--- src/rtl/lmsm_pkg.sv ---
// lmsm_pkg: shared types and sizes for the load/store-multiple sequencer
package lmsm_pkg;
  localparam int AW = 16;
  localparam int NREG = 8;
  localparam int CW = 4;
  typedef enum logic [1:0] {S_IDLE, S_XFER, S_DONE} state_t;
endpackage

--- src/rtl/lmsm_seq_lowbit_enc.sv ---
// lowbit_enc: index of the lowest set bit of an 8-bit mask (0 when mask is empty)
module lowbit_enc
  import lmsm_pkg::*;
(
  input  logic [NREG-1:0] mask,
  output logic [2:0]      idx
);
  always_comb begin
    idx = '0;
    for (int i = NREG - 1; i >= 0; i--) idx = mask[i] ? 3'(i) : idx;
  end
endmodule

--- src/rtl/lmsm_seq.sv ---
// lmsm_seq: sequences a multi-register load/store, one register per accepted memory cycle
module lmsm_seq
  import lmsm_pkg::*;
(
  input  logic          clk,
  input  logic          proc_rst,
  input  logic          start,
  input  logic          is_store,
  input  logic [AW-1:0] base_addr,
  input  logic [7:0]    reg_mask,
  input  logic          mem_ready,
  output logic          busy,
  output logic          done,
  output logic [2:0]    rf_addr,
  output logic          rf_wen,
  output logic [AW-1:0] mem_addr,
  output logic          mem_read,
  output logic          mem_write,
  output logic [CW-1:0] xfer_count
);
  state_t state;
  logic st;
  logic [AW-1:0] addr;
  logic [NREG-1:0] mask, rest;
  logic [CW-1:0] cnt;
  logic [2:0] idx;
  lowbit_enc u_enc (.mask(mask), .idx(idx));
  assign rest = mask & ~(NREG'(1) << idx);
  always_ff @(posedge clk or posedge proc_rst) begin
    if (proc_rst) begin
      state <= S_IDLE;
      st <= 1'b0;
      addr <= '0;
      mask <= '0;
      cnt <= '0;
    end else begin
      case (state)
        S_IDLE: if (start) begin
          st <= is_store;
          addr <= base_addr;
          mask <= reg_mask;
          cnt <= '0;
          state <= (reg_mask == '0) ? S_DONE : S_XFER;
        end
        S_XFER: if (mem_ready) begin
          mask <= rest;
          addr <= addr + 1'b1;
          cnt <= cnt + 1'b1;
          state <= (rest == '0) ? S_DONE : S_XFER;
        end
        default: state <= S_IDLE;
      endcase
    end
  end
  // Mask is zero outside a transfer, so the encoder naturally yields rf_addr=0 there
  assign busy = state != S_IDLE;
  assign done = state == S_DONE;
  assign rf_addr = idx;
  assign mem_addr = addr;
  assign mem_read = (state == S_XFER) & ~st;
  assign mem_write = (state == S_XFER) & st;
  assign rf_wen = (state == S_XFER) & mem_ready & ~st;
  assign xfer_count = cnt;
endmodule

--- config.mk ---
export PLATFORM = sky130hd
export DESIGN_NAME = lmsm_seq
export DESIGN_NICKNAME = d
export VERILOG_FILES = /design/src/rtl/lmsm_pkg.sv /design/src/rtl/lmsm_seq_lowbit_enc.sv /design/src/rtl/lmsm_seq.sv
export SDC_FILE = /design/constraint.sdc
export NUM_CORES = 1
export LEC_CHECK = 0
export ABC_AREA = 1
export CORE_ASPECT_RATIO = 0.5
export CORE_MARGIN = 5
export CORE_UTILIZATION = 43
export CTS_CLUSTER_SIZE = 20
export DETAILED_ROUTE_END_ITERATION = 6
export PLACE_DENSITY = 0.76
export SLEW_MARGIN = 40
export SYNTH_ARGS = -nofsm -noshare
export SYNTH_HDL_FRONTEND = slang
export SYNTH_SLANG_ARGS = --single-unit
--- constraint.sdc ---
create_clock -name clk -period 1.6 [get_ports clk]
set_clock_uncertainty 0.1 [all_clocks]
set_input_delay 0.16 -clock clk [delete_from_list [all_inputs] [get_ports clk]]
set_output_delay 0.16 -clock clk [all_outputs]
set_load 0.02 [all_outputs]
==> summary.md <==
| Metric | Value |
|---|---|
| Share of layout cells above drive strength 1 | 0.329 |
| TritonCTS buffer count | 5 |
| Distinct cell type count after synthesis | 29 |
| Max clock buf depth | 2 |
| Htree depth | 2 |
| Area grow syn2layout | 65.6% |
| Worst hold path class | input pin to async pin |
| First-pass GRT wire length | 11.3 mm |
| Antenna Nets Post-Route | 0 |
| # IOs | 57 |
| RSZ-0062 raised after global routing | yes |
| Synth area leader | dfrtp_1 |
| Clk sinks | 31 |
| Vias in the first global route | 2488 |
| WS Path Type | flip-flop to flip-flop |
| DP HPWL | 4.32 mm |
| Most numerous cell in the Yosys netlist | nand2_1 |
| Synth cell count leaders | nand2_1 (65), inv_1 (36), dfrtp_1 (31), o21ai_0 (27), nor2_1 (25) |
| Async SR Flop Fraction | 1.00 |
| R2R depth | 10 |
| Reg-to-Reg End | mem_addr[2] |
| Filler Cell Count | 286 |
| PwrDens | 2220 nW/µm² |
| Synthesized area | 2040 µm² |
| Post-route cell area | 3370 µm² |
| Fmax | between 500 and 600 MHz |
| Grt total ovfl | 0 |
| I/O Buffers | 56 |
| Antenna Cells | 0 |
| Clock root buffer | clkbuf_8 |
| Final setup viols | 26 |
| Initial DRT Pass Iterations | 5 |
| Post-route setup slack | -0.117 ns |
| Core area | 4490 µm² |
| Top post-synthesis cells by area | dfrtp_1 (38%), nand2_1 (12%), inv_1 (6.6%) |
| Yosys warnings | 0 |
| CP max FO | 7 |
| Post-synth top area share | 0.381 |
| Chip Height | 58.7 µm |
| Worst reg2reg setup slack | -0.12 ns |
| Horiz. Die Dim | 107 µm |
| Worst Tran Pin Value | between 0.4 and 0.5 ns |
| Initial antenna violation count | 0 |
| Cell Count, Final, Fillers Out | 461 |
| Drt drc | 0 |
| Critical Path Start Type | flip-flop |
| Yosys reg bits | 31 |
| Max-slew violation count | 0 |
| Cell Rows | 17 |
| Clk pin slew, worst setup/hold paths | 0.08 ns |
| Final hold viol count | 0 |
| Status | complete, but fails checks |
| Leakage | 0.00164 µW |
| Placed inst area | 2920 µm² |
| Vias per inst | about 5.5 |
| Fin crit period | 1.72 ns |
| Routed wire length | approximately 7.6 mm |
| WP data required | around 1.7 ns |
| Wire per inst | 16.5 µm |
| Post-layout util | 0.752 |
| Synth Area per Inst | 7.18 µm² |
| Clk Latency, worst-skew pair | 0.29 ns |
| GRT Util Overall | 0.225 |
| EDFF count, synth | 0 |
| Post-synth top flop | dfrtp_1 |
| Maxcap violations | 0 |
| Syn_nets | 315 |
| Inst Count DP | between 400 and 500 |
| Overall power | 7500 µW |
| Initial DRC Count | 189 |
| Routability Congestion | 0.850 |
| Period utilization | 1.07 |
| Register area share after synthesis | 0.381 |
| Relative slew slack | 0.712 |
| CTS tree | done |
| Reg2reg start | state[1] |
| VDD IR max | 1290 µV |
| Final nets | between 400 and 500 |
| Die ar. | 6300 µm² |
| Vias | 2519 |
| Hold WS | 0.166 ns |
| Crit path DAT | ~1.8 ns |
| Post-Synthesis Cells | 284 |
| Crit end category | flip-flop |
| Starting Density | 0.454 |
| Failing checks | negative setup slack |
| Largest net degree at the start of global routing | 34 |
[timing repair]
action / 4_1_cts / 5_1_grt
gates cloned: 2 / 4
pin swaps: 12 / 19
setup endpoints to repair: 34 / 41
gates resized for setup: 60 / 48
hold buffers: 0 / 0
setup buffers: 6 / 11
[registers in the layout (all words and copies together), names as in the netlist]
name / cells
mem_addr: 16
mask: 8
xfer_count: 4
state: 2
st: 1
[how the worst max path moves through the flow]
stage / startpoint / end / slack (ns) / cells past startpoint
finish: state[1] / mem_addr[2] / -0.12 / 10
global route: mask[3] / state[0] / -0.20 / 12
CTS: mask[1] / state[0] / -0.05 / 12
detailed placement: mem_ready / rf_wen / -0.21 / 6
global placement: mem_ready / rf_wen / -0.18 / 6
floorplan: mem_addr[1] / mem_addr[12] / -0.03 / 8
[cell families (layout without fill, tap and decap cells)]
family                     count (synthesis)  count (layout)  synth area share
adders and majority gates                  2               2            0.0123
DFF                                       31              31             0.381
xor gates and xnor gates                   3               3            0.0129
buffers and inverters                     51             162             0.110
AOI/OAI and AO/OA                         69              69             0.206
and+or+nand+nor                          128             128             0.279
[metrics by stage]
| step | setup TNS, ns | setup slack, ns |
|---|---|---|
| floorplan | -0.0654 | -0.0327 |
| global placement | -1.45 | -0.181 |
| detailed placement | -3.19 | -0.212 |
| CTS | -0.215 | -0.0481 |
| global route | -3.83 | -0.204 |
| finish | -1.31 | -0.117 |
[power breakdown]
part	switching (µW)	leakage [µW]	internal, µW
combinational	2970	0.00122	2290
sequential	446	0.000376	1180
clock	312	0.0000422	306
[cell usage in the layout, fill, tap and decap left out, types with 11 or more instances in the layout]
master | netlist | layout
clkdlybuf4s50_1 | 0 | 30
nand2_1 | 65 | 57
nor2_1 | 25 | 18
o21ai_0 | 27 | 14
inv_1 | 36 | 33
a21oi_1 | 17 | 11
dfrtp_1 | 31 | 26
buf_4 | 0 | 49
o21ai_1 | 7 | 17
dlygate4sd2_1 | 0 | 11
[worst max-delay path, cell delays in order, from the launching register on]
cell and delay [ns]:
dfrtp_1 0.43, nor2_4 0.14, inv_2 0.07, nor2_4 0.10, inv_2 0.06, buf_6 0.13
nand2_8 0.08, buf_4 0.12, clkinvlp_4 0.15, nand2_1 0.10, o21ai_0 0.10
[layout make-up]
| type | instances | area (µm²) | share of cell area |
|---|---|---|---|
| Clock inverter | 1 | 5.00 | 0.00148 |
| Inverter | 41 | 158 | 0.0467 |
| Multi-Input combinational cell | 202 | 1200 | 0.356 |
| Sequential cell | 31 | 782 | 0.232 |
| Tap cell | 66 | 82.6 | 0.0245 |
| Timing Repair inverter | 1 | 7.51 | 0.00222 |
| Clock buffer | 7 | 76.3 | 0.0226 |
| Timing Repair Buffer | 112 | 1060 | 0.315 |
[routing by layer]
layer	share of wire	track usage	vias up
met2	0.50	0.413	120
met5	0	0	-
met1	0.41	0.256	1203
met4	0.027	0.0701	0
met3	0.067	0.0690	25
li1	-	-	1171
(Power assumes the default switching activity.)
